`config.mk`:
```
export PLATFORM = sky130hd
export DESIGN_NAME = exmem_skid_pipe
export DESIGN_NICKNAME = d
export VERILOG_FILES = /design/src/rtl/exmem_skid_pipe.sv
export SDC_FILE = /design/constraint.sdc
export NUM_CORES = 1
export LEC_CHECK = 0
export ABC_AREA = 1
export CAP_MARGIN = 20
export CORE_MARGIN = 2
export CORE_UTILIZATION = 40
export DETAILED_ROUTE_END_ITERATION = 7
export GPL_TIMING_DRIVEN = 0
export PLACE_DENSITY = 0.68
export SKIP_LAST_GASP = 1
export SLEW_MARGIN = 20
export SYNTH_ARGS = -nofsm -noshare
export SYNTH_HDL_FRONTEND = slang
export SYNTH_SLANG_ARGS = --single-unit
```
`constraint.sdc`:
```
create_clock -name clk_i -period 15.7 [get_ports clk_i]
set_input_delay 3.14 -clock clk_i [delete_from_list [all_inputs] [get_ports clk_i]]
set_output_delay 3.14 -clock clk_i [all_outputs]
set_load 0.02 [all_outputs]
```
`src/rtl/exmem_skid_pipe.sv`:
```
// ============================================================================
// exmem_skid_pipe : EX->MEM 2-entry skid buffer with two forwarding lookups
// Revision 1.0
// ============================================================================
`default_nettype none

module exmem_skid_pipe #(
  parameter int XLEN   = 32,
  parameter int CTRL_W = 8,
  parameter int RA_W   = 5
) (
  input  logic              clk_i,
  input  logic              rst_i,
  input  logic              in_valid_i,
  input  logic              alu_stall_i,
  output logic              in_ready_o,
  input  logic [XLEN-1:0]   alu_result_i,
  input  logic [XLEN-1:0]   store_data_i,
  input  logic [RA_W-1:0]   rd_addr_i,
  input  logic              rd_we_i,
  input  logic [CTRL_W-1:0] ctrl_i,
  input  logic [XLEN-1:0]   pc_i,
  input  logic              flush_i,
  output logic              out_valid_o,
  input  logic              out_ready_i,
  output logic [XLEN-1:0]   out_result_o,
  output logic [XLEN-1:0]   out_store_data_o,
  output logic [RA_W-1:0]   out_rd_addr_o,
  output logic              out_rd_we_o,
  output logic [CTRL_W-1:0] out_ctrl_o,
  output logic [XLEN-1:0]   out_pc_o,
  input  logic [RA_W-1:0]   fwd_rs1_addr_i,
  input  logic [RA_W-1:0]   fwd_rs2_addr_i,
  output logic              fwd_rs1_hit_o,
  output logic [XLEN-1:0]   fwd_rs1_data_o,
  output logic              fwd_rs2_hit_o,
  output logic [XLEN-1:0]   fwd_rs2_data_o,
  output logic [1:0]        occupancy_o
);

  localparam logic [1:0] ST_EMPTY = 2'd0;
  localparam logic [1:0] ST_ONE   = 2'd1;
  localparam logic [1:0] ST_FULL  = 2'd2;

  logic [1:0]        count_q, count_d;
  logic              wr_ptr_q, wr_ptr_d;
  logic              rd_ptr_q, rd_ptr_d;
  logic [1:0]        valid_q, valid_d;
  logic [XLEN-1:0]   result_q [2];
  logic [XLEN-1:0]   result_d [2];
  logic [XLEN-1:0]   store_q  [2];
  logic [XLEN-1:0]   store_d  [2];
  logic [RA_W-1:0]   rd_addr_q [2];
  logic [RA_W-1:0]   rd_addr_d [2];
  logic [1:0]        rd_we_q, rd_we_d;
  logic [CTRL_W-1:0] ctrl_q [2];
  logic [CTRL_W-1:0] ctrl_d [2];
  logic [XLEN-1:0]   pc_q [2];
  logic [XLEN-1:0]   pc_d [2];

  logic push;
  logic pop;

  assign in_ready_o  = (count_q != ST_FULL);
  assign out_valid_o = (count_q != ST_EMPTY);
  assign occupancy_o = count_q;
  assign push = in_valid_i & ~alu_stall_i & in_ready_o & ~flush_i;
  assign pop  = out_valid_o & out_ready_i & ~flush_i;

  assign out_result_o     = result_q[rd_ptr_q];
  assign out_store_data_o = store_q[rd_ptr_q];
  assign out_rd_addr_o    = rd_addr_q[rd_ptr_q];
  assign out_rd_we_o      = rd_we_q[rd_ptr_q];
  assign out_ctrl_o       = ctrl_q[rd_ptr_q];
  assign out_pc_o         = pc_q[rd_ptr_q];

  always_comb begin
    count_d  = count_q;
    wr_ptr_d = wr_ptr_q;
    rd_ptr_d = rd_ptr_q;
    valid_d  = valid_q;
    rd_we_d  = rd_we_q;
    for (int i = 0; i < 2; i++) begin
      result_d[i]  = result_q[i];
      store_d[i]   = store_q[i];
      rd_addr_d[i] = rd_addr_q[i];
      ctrl_d[i]    = ctrl_q[i];
      pc_d[i]      = pc_q[i];
    end

    if (flush_i) begin
      count_d  = ST_EMPTY;
      wr_ptr_d = 1'b0;
      rd_ptr_d = 1'b0;
      valid_d  = 2'b00;
    end else begin
      if (push) begin
        result_d[wr_ptr_q]  = alu_result_i;
        store_d[wr_ptr_q]   = store_data_i;
        rd_addr_d[wr_ptr_q] = rd_addr_i;
        // x0 is architecturally constant, so it is never marked writable
        rd_we_d[wr_ptr_q]   = rd_we_i & (rd_addr_i != '0);
        ctrl_d[wr_ptr_q]    = ctrl_i;
        pc_d[wr_ptr_q]      = pc_i;
        valid_d[wr_ptr_q]   = 1'b1;
        wr_ptr_d            = ~wr_ptr_q;
      end
      if (pop) begin
        valid_d[rd_ptr_q] = 1'b0;
        rd_ptr_d          = ~rd_ptr_q;
      end
      case (count_q)
        ST_EMPTY: if (push) count_d = ST_ONE;
        ST_ONE: begin
          case ({push, pop})
            2'b10:   count_d = ST_FULL;
            2'b01:   count_d = ST_EMPTY;
            default: count_d = ST_ONE;
          endcase
        end
        ST_FULL:  if (pop) count_d = ST_ONE;
        default:  count_d = ST_EMPTY;
      endcase
    end
  end

  always_ff @(posedge clk_i or posedge rst_i) begin
    if (rst_i) begin
      count_q  <= ST_EMPTY;
      wr_ptr_q <= 1'b0;
      rd_ptr_q <= 1'b0;
      valid_q  <= 2'b00;
      rd_we_q  <= 2'b00;
      for (int i = 0; i < 2; i++) begin
        result_q[i]  <= '0;
        store_q[i]   <= '0;
        rd_addr_q[i] <= '0;
        ctrl_q[i]    <= '0;
        pc_q[i]      <= '0;
      end
    end else begin
      count_q  <= count_d;
      wr_ptr_q <= wr_ptr_d;
      rd_ptr_q <= rd_ptr_d;
      valid_q  <= valid_d;
      rd_we_q  <= rd_we_d;
      for (int i = 0; i < 2; i++) begin
        result_q[i]  <= result_d[i];
        store_q[i]   <= store_d[i];
        rd_addr_q[i] <= rd_addr_d[i];
        ctrl_q[i]    <= ctrl_d[i];
        pc_q[i]      <= pc_d[i];
      end
    end
  end

  // Both entries are valid only when FULL, and then the one away from rd_ptr is younger
  logic       yng;
  logic [1:0] m1;
  logic [1:0] m2;

  assign yng = ~rd_ptr_q;

  always_comb begin
    fwd_rs1_hit_o  = 1'b0;
    fwd_rs1_data_o = '0;
    fwd_rs2_hit_o  = 1'b0;
    fwd_rs2_data_o = '0;
    for (int i = 0; i < 2; i++) begin
      m1[i] = valid_q[i] & rd_we_q[i] & (rd_addr_q[i] == fwd_rs1_addr_i) & (fwd_rs1_addr_i != '0);
      m2[i] = valid_q[i] & rd_we_q[i] & (rd_addr_q[i] == fwd_rs2_addr_i) & (fwd_rs2_addr_i != '0);
    end
    if (m1[yng]) begin
      fwd_rs1_hit_o  = 1'b1;
      fwd_rs1_data_o = result_q[yng];
    end else if (m1[rd_ptr_q]) begin
      fwd_rs1_hit_o  = 1'b1;
      fwd_rs1_data_o = result_q[rd_ptr_q];
    end
    if (m2[yng]) begin
      fwd_rs2_hit_o  = 1'b1;
      fwd_rs2_data_o = result_q[yng];
    end else if (m2[rd_ptr_q]) begin
      fwd_rs2_hit_o  = 1'b1;
      fwd_rs2_data_o = result_q[rd_ptr_q];
    end
  end

endmodule

`default_nettype wire

```
Yosys cells after proc, flatten, opt, wreduce, memory -nomap -nowiden --
Cells that the tools add are included.
Operators by class: $lt $le $gt $ge 9, equality and inequality tests 11, mux-type cells 65, bitwise operators 26, reductions and logical operators 12
Operators by type and width (number):
- $mux 32 | 17
- $bwmux 64 | 3
- $demux 32 s1 | 1
- $mux 8 | 4
- $eq 5x5->1 | 4
- $mux 1 | 20
- $mux 5 | 4
- $and 1x1->1 | 16
- $bwmux 16 | 1
- $reduce_bool 5->1 | 3
- $mux 2 | 7
- $bwmux 10 | 1
- $demux 8 s1 | 1
- $ge 2x2->1 const B | 3
- $lt 1x2->1 const B | 3
- $ne 3x3->1 const B | 2
- $not 1->2 | 3
- $pmux 2 s3 | 1
- $reduce_bool 2->1 | 3
- $demux 5 s1 | 1
- $eq 2x1->1 const B | 2
- $eq 2x2->1 const B | 2
- $not 1->1 | 4
- $pmux 2 s2 | 1
- other kinds (11) | 16
Word-level totals: flip-flop bits (word level) 226, input port bits 126, logic and storage cells 138

Depth between registers and ports, before layout --
Gate-level depths: netlist of the first run.
depth in word-level cells 10, gate-level depth with buffers 11

Worst setup path after synthesis of the first run --
No wires, ideal clock.
path kind input to output, start point in fwd_rs2_addr_i[1], end point out fwd_rs2_data_o[22], arrival 4415 ps, required time 12560 ps, setup slack 8145 ps, cell stages on the path 11, buffers on the path 1, cell sequence inv_1 nand2_1 nand2_1 inv_1 nand2_1 nor2_1 nand2_1 nand2_2 buf_2 nand2_1 o21ai_0
Between the ends: longest elaborated chain between the ends 7, elaborated cells on any way between the ends 13, those cells by class eq/ne (2); mux (6); bitwise (4); reduce/logical (1)
Ends and longest elaborated chain:
- from (decl) | RTL line 33 | input logic [RA_W-1:0] fwd_rs2_addr_i,
- $eq 5x5->1 | RTL line 171 | m2[i] = valid_q[i] & rd_we_q[i] & (rd_addr_q[i] == fwd_rs2_addr_i) & (fwd_rs2_addr_i != '0);
- $and 1x1->1 (2 in series) | RTL line 171
- $mux 1 (not written as such) (2 in series) | RTL line 183 | end else if (m2[rd_ptr_q]) begin
- $mux 32 | RTL line 183
- $mux 32 * | RTL line 180 | if (m2[yng]) begin
- to (decl) | RTL line 37 | output logic [XLEN-1:0] fwd_rs2_data_o,
Every way passes the cells marked *; elsewhere a longest branch is shown, timed or not. The select of a mux whose other input is x is not followed.

Worst setup path after layout of the first run --
start point in fwd_rs2_addr_i[1], end point out fwd_rs2_data_o[0]
The elaborated chain is that of the path after synthesis.

==> results.toml, run 1 <==
[outcome]
status = "finished, final reports clean"

[logic_synthesis]
ys_seq_elements = 226
synth_top_flop_cell = "dfrtp_1"
synthArstFlopShare_pct = 100
synth_top_area_share_pct = 49.2
synthCells = 1599
yosysTopAreaCell = "dfrtp_1"
synth_edf_count = 0
synth_most_common_cell = "nand2_1"
synthDistinctLibCells = 28
syn-num-nets = 1726
ys_seq_area_share_pct = 49.2
synth_warnings = 0
syn_area_mm2 = 0.0115
ys_top_cells_by_count = "nand2_1 (756), dfrtp_1 (226), o21ai_0 (186)"
synth.avg_cell_area_um2 = 7.18
ys_top_cells_by_area = "dfrtp_1 (49%), nand2_1 (25%), o21ai_0 (8.1%)"

[worst_setup_path]
reg2reg_from = "occupancy_o[0]"
start_kind = "primary input"
path_buf_inv = 4
cp_num_cells = 11
crit_required_ns = 12.56
slowest_stage = "clkdlybuf4s50_1"
r2r.worst_path.cells = 7
endpoint_kind = "output port"
cp_cell_sequence = "clkdlybuf4s50_1, inv_1, nand2_1, nand3_1, nor2_1, nand3_1, nand2_2, buf_2, nand2_1, o21ai_0, clkdlybuf4s50_1"
critical_path_class = "primary input to output port"
arrival_ns = 5.61
r2r_end = "store_q[0]"
crit_family = "buffers and inverters"
rrSetupSlack_ns = 13.80
crit_fanout = 10
cp_slowest_stage_delay_ns = 0.70

[routing]
drt-wirelength-per-cell_um = 16.6
vias = 11600
drc = 0
postRouteAntennaNets = 0
dr.pass1.iters = 5
drt_iter0_markers = 938
vias_per_cell = 4.95
wl_um = 38800

[final_layout]
area_growth_pct = 38.8
final_net_count = 2060
drive_gt1_share_pct = 6.31

[grt]
use_met3_pct = 6.54
grt-ovfl-total = 0
grt_pass1_vias = 11200
grtUsageMet2_pct = 42.6
grt_first_pass_wirelength_um = 61600
antenna_found_initial = 6
grtUsageTotal_pct = 25.5
grt_max_degree = 106
grt_busiest_layer = "met2"
grt_use_met1_pct = 33.1

[worst_hold_path]
hold_class = "register to register"
holdPathStages = 2
hold_start = "pc_q[10]"
min_to = "pc_q[10]"

[floorplan]
die-area_mm2 = 0.0301
rows = 62
core-area_mm2 = 0.0285
pin_count = 306
start_util_pct = 40.3
die_y_um = 173
chipWidth_um = 173

[place]
dpl.hpwl_um = 29100
numPortBuffers = 305
gp_congestion = 0.886

[clocking]
cts_tree = "done"
clkLatencyLatePin_ns = 0.52
cts_root_buf = "clkbuf_16"
cts.path.max_buffers = 3
numCtsBuffers = 25
hold_buffers = 0
path_clk_slew_ns = 0.06
cts.sinks = 226
htree_levels = 1
cts_resized = 0
post_cts_buffers = 0

[sta]
rsz0062_at_grt = "no"
tns_ns = 0
finalHoldViolCount = 0
finalSetupViolations = 0
clock_skew_ns = 0.0148
worstMarginPinSlew_ns = 0.747
max_freq_ghz = 0.114
period_share_pct = 55.8
whs_ns = 0.471
maxSlewViolCount = 0
fin_crit_ns = 8.75
slew_headroom_pct = 50.2

[power_and_ir_drop]
internal_power_mw = 1.34
p_leak_nw = 7.72
switching_share_pct = 32.8
p_switching_mw = 0.651
power_frac_clock_pct = 30.6
ir_drop_v = 0.0000780
combPwrFrac_pct = 29.6
power_density_mw_per_mm2 = 125
p_seq_share_pct = 39.8

[job]
maxCapViolations = 0
## power groups by stage
stage | logic (mW) | registers [mW] | clock network (mW)
6_report | 0.588 | 0.792 | 0.609
5_1_grt | 0.649 | 0.807 | 0.644
4_1_cts | 0.590 | 0.790 | 0.619
3_5_place_dp | 0.586 | 0.800 | 0
3_3_place_gp | 0.577 | 0.795 | 0
2_1_floorplan | 0.339 | 0.783 | 0
## flip-flops by register name, summed over array words and instances, names as in the netlist
signal / cells
wr_ptr_q: 1
occupancy_o: 2
store_q: 64
valid_q: 2
result_q: 64
rd_ptr_q: 1
ctrl_q: 16
rd_addr_q: 10
rd_we_q: 2
pc_q: 64
## layout make-up
| type | count | area (um^2) |
|---|---|---|
| well taps | 384 | 480 |
| flip-flops and latches | 226 | 5660 |
| diodes | 4 | 10.0 |
| multi-input cells | 1139 | 4820 |
| plain buffers | 97 | 499 |
| clock inverters | 9 | 123 |
| clock buffers | 35 | 733 |
| fillers | 2697 | 12500 |
| repair buffers | 307 | 3110 |
| inverters | 137 | 522 |
## cells by family (layout without fill, tap and decap cells)
group | after synthesis | in the layout | share of synthesized area [%]
adder cells (fa/ha/maj) | 1 | 1 | 0.109
AND/OR/NAND/NOR | 830 | 830 | 28.0
other | 0 | 4 | 0
AO/OA/AOI/OAI | 299 | 299 | 13.1
flip-flops | 226 | 226 | 49.2
XOR/XNOR | 9 | 9 | 0.686
buffers and inverters | 234 | 585 | 8.82
## layer usage
layer	up-vias	wire, um
met1	5378	16200
met2	482	18200
li1	5643	-
met3	61	3570
met5	-	27
met4	4	857
## worst reg2reg max path, stage by stage (launching register included)
cell,delay (ns)
dfrtp_1,0.42
nor2_2,0.21
nor3_4,0.07
nand2_2,0.13
nor2_4,0.08
inv_2,0.21
clkbuf_1,0.51
o21ai_0,0.14
## worst max path at each step
| stage | start | end | slack [ns] |
|---|---|---|---|
| finish | fwd_rs2_addr_i[1] | fwd_rs2_data_o[0] | 6.95 |
| CTS | fwd_rs2_addr_i[1] | fwd_rs2_data_o[7] | 6.97 |
| detailed placement | fwd_rs2_addr_i[1] | fwd_rs2_data_o[7] | 6.98 |
| floorplan | rst_i | ctrl_q[0] | 6.37 |
| global placement | rst_i | store_q[44] | 3.32 |
| global route | fwd_rs2_addr_i[1] | fwd_rs2_data_o[0] | 6.73 |
## through the flow
stage          instance area (um^2)  instances  util [%]  power [mW]  worst slack (ns)
6_report                      15900       2338      56.0        1.99              6.95
5_1_grt                       15900       2336      56.0        2.10              6.73
4_1_cts                       15900       2334      56.0        2.00              6.97
3_5_place_dp                  15100       2290      53.0        1.39              6.98
3_3_place_gp                  15000       2288      52.8        1.37              3.32
2_1_floorplan                 11500       1599         -        1.12              6.37
## cells in the final DEF, fill, tap and decap left out, drive strengths merged, types with 5 or more instances in the layout
master         netlist  final
buf                 68     70
clkbuf              29     64
clkdlybuf4s50        0    305
clkinv               0      5
dfrtp              226    226
inv                137    137
nand2              760    760
nand3               42     42
nor2                23     23
o21ai              293    293
xnor2                9      9
No activity file was read; power rests on OpenSTA's default activity.
==> run 2: changes to the inputs <==
Settings changed: PLACE_DENSITY 0.68 to 0.71.
Clock period 15.7 ns to 7.3 ns, I/O delays scaled along.
==> run 2 against run 1 <==
Compared with the run above: core utilization grew 0.062 points; sequential share of layout area hardly changed; hold slack worse by 0.0018 ns; final cell count increased by 0.17%; highest routed layer unchanged; combinational power rose by 120%; global-route usage fell by 0.33 points; register-to-register slack worse by 8.4 ns; critical endpoint unchanged; clock power increased by 97%; flip-flop and latch count stayed put.
==> results.toml, run 2 (same netlist as run 1, synthesis figures left out) <==
[floorplan]
start_util_pct = 40.3
pin_count = 306
rows = 62
die_y_um = 173
chipWidth_um = 173
core-area_mm2 = 0.0285
die-area_mm2 = 0.0301

[sta]
maxSlewViolCount = 0
tns_ns = 0
period_share_pct = 75.2
worstMarginPinSlew_ns = 0.667
slew_headroom_pct = 55.0
finalSetupViolations = 0
rsz0062_at_grt = "no"
max_freq_ghz = 0.182
clock_skew_ns = 0.00776
finalHoldViolCount = 0
fin_crit_ns = 5.49

[grt]
grtUsageTotal_pct = 25.2
grt_max_degree = 36
antenna_found_initial = 4
grt_first_pass_wirelength_um = 61200
grt_pass1_vias = 11200
grt_use_met1_pct = 32.8
grt_busiest_layer = "met2"
grtUsageMet2_pct = 42.0
grt-ovfl-total = 0
use_met3_pct = 5.66

[routing]
drt-wirelength-per-cell_um = 16.5
drt_iter0_markers = 851
dr.pass1.iters = 5
vias_per_cell = 5.00
drc = 0
wl_um = 38700
postRouteAntennaNets = 0
vias = 11700

[final_layout]
layout_common_cells = "nand2_1 (756), clkdlybuf4s50_1 (305), dfrtp_1 (226), o21ai_0 (186), inv_1 (131)"
top_regs = "pc_q: 64 flops, result_q: 64 flops, store_q: 64 flops"
area_growth_pct = 39.0
stdcell_count = 2342
finalInstanceArea_mm2 = 0.0160
fillCellCount = 2638
final_net_count = 2065
postLayoutCoreUtil_pct = 56.1
drive_gt1_share_pct = 6.60
final_common_cell = "nand2_1"

[worst_setup_path]
start_kind = "primary input"
endpoint = "fwd_rs2_data_o[0]"
slowest_stage = "clkdlybuf4s50_1"
rrSetupSlack_ns = 5.40
cp_slowest_stage_delay_ns = 0.71
cp_cell_sequence = "clkdlybuf4s50_1, inv_1, a21oi_1, nand2_1, nor2_1, nand3_1, nand2_2, buf_2, nand2_1, o21ai_0, clkdlybuf4s50_1"
critical_path_class = "primary input to output port"
reg2reg_from = "occupancy_o[0]"
arrival_ns = 4.03
crit_required_ns = 5.84
r2r_end = "store_q[0]"
cp-startpoint = "fwd_rs2_addr_i[4]"
endpoint_kind = "output port"
r2r.worst_path.cells = 7
crit_fanout = 10

[power_and_ir_drop]
ir_drop_v = 0.000169
p_leak_nw = 7.72
power_density_mw_per_mm2 = 262

[place]
gp_congestion = 0.897
place_area_mm2 = 0.0152
dpl.cell_count = 2295
numPortBuffers = 305
dpl.hpwl_um = 29500

[clocking]
cts_resized = 0
hold_buffers = 0
post_cts_buffers = 0
cts.path.max_buffers = 3
numCtsBuffers = 25
cts_root_buf = "clkbuf_16"
clkLatencyLatePin_ns = 0.51
htree_levels = 1
cts_tree = "done"
path_clk_slew_ns = 0.06
cts.sinks = 226

[worst_hold_path]
hold_class = "register to register"

[outcome]
status = "finished, final reports clean"

[job]
maxCapViolations = 0
[run 2: cell count changes in the layout (fill, tap and decap cells not counted)]
cell / before / now
diode_2: 4 / 2
clkinv_2: 5 / 6
buf_12: 0 / 6
bufinv_16: 3 / 0
clkbuf_8: 7 / 6
inv_8: 1 / 0
clkinv_4: 0 / 2
buf_16: 2 / 1
clkinvlp_4: 1 / 4
[run 2: how the worst min path moves through the flow]
stage	from	to	slack, ns	cells past startpoint
final	pc_q[0]	pc_q[0]	0.47	2
after global placement	pc_q[9]	pc_q[9]	0.45	2
after detailed placement	pc_q[0]	pc_q[0]	0.46	2
after floorplan	pc_q[0]	pc_q[0]	0.44	2
after CTS	pc_q[3]	pc_q[3]	0.47	2
after global routing	pc_q[7]	pc_q[7]	0.50	2
[run 2: stage by stage]
| stage | worst slack, ns | hold WS [ns] | total power [mW] |
|---|---|---|---|
| final | 1.81 | 0.469 | 4.18 |
| after floorplan | 2.89 | 0.442 | 2.41 |
| after global placement | 1.18 | 0.453 | 2.94 |
| after global routing | 1.73 | 0.496 | 4.42 |
| after CTS | 1.85 | 0.473 | 4.21 |
| after detailed placement | 1.85 | 0.458 | 2.99 |
[run 2: per-layer routing]
metal,share of wire [%],vias to the layer above,routed length [um]
met5,0.070,-,27
met4,2.7,4,1060
met3,8.3,71,3220
met2,47,492,18200
met1,42,5482,16200
li1,-,5651,-
[run 2: power by group]
group          internal [mW]  leakage (nW)  switching, mW  total (mW)
sequential              1.55          2.82          0.158        1.71
combinational          0.531          4.51          0.743        1.27
clock                  0.691         0.387          0.511        1.20
[run 2: critical path, delay by kind of cell]
family                 cells  cell delay (ns)
buffers and inverters      4             1.59
AND/OR/NAND/NOR            5             0.63
AO/OA/AOI/OAI              2             0.34
[run 2: cell type report]
type / instances / area (um^2) / area share (%)
diodes: 2 / 5.00 / 0.0313
well taps: 384 / 480 / 3.01
inverters: 137 / 518 / 3.24
repair buffers: 312 / 3200 / 20.0
flip-flops and latches: 226 / 5660 / 35.4
clock inverters: 11 / 70.1 / 0.439
multi-input cells: 1139 / 4820 / 30.2
plain buffers: 97 / 499 / 3.13
clock buffers: 34 / 719 / 4.51
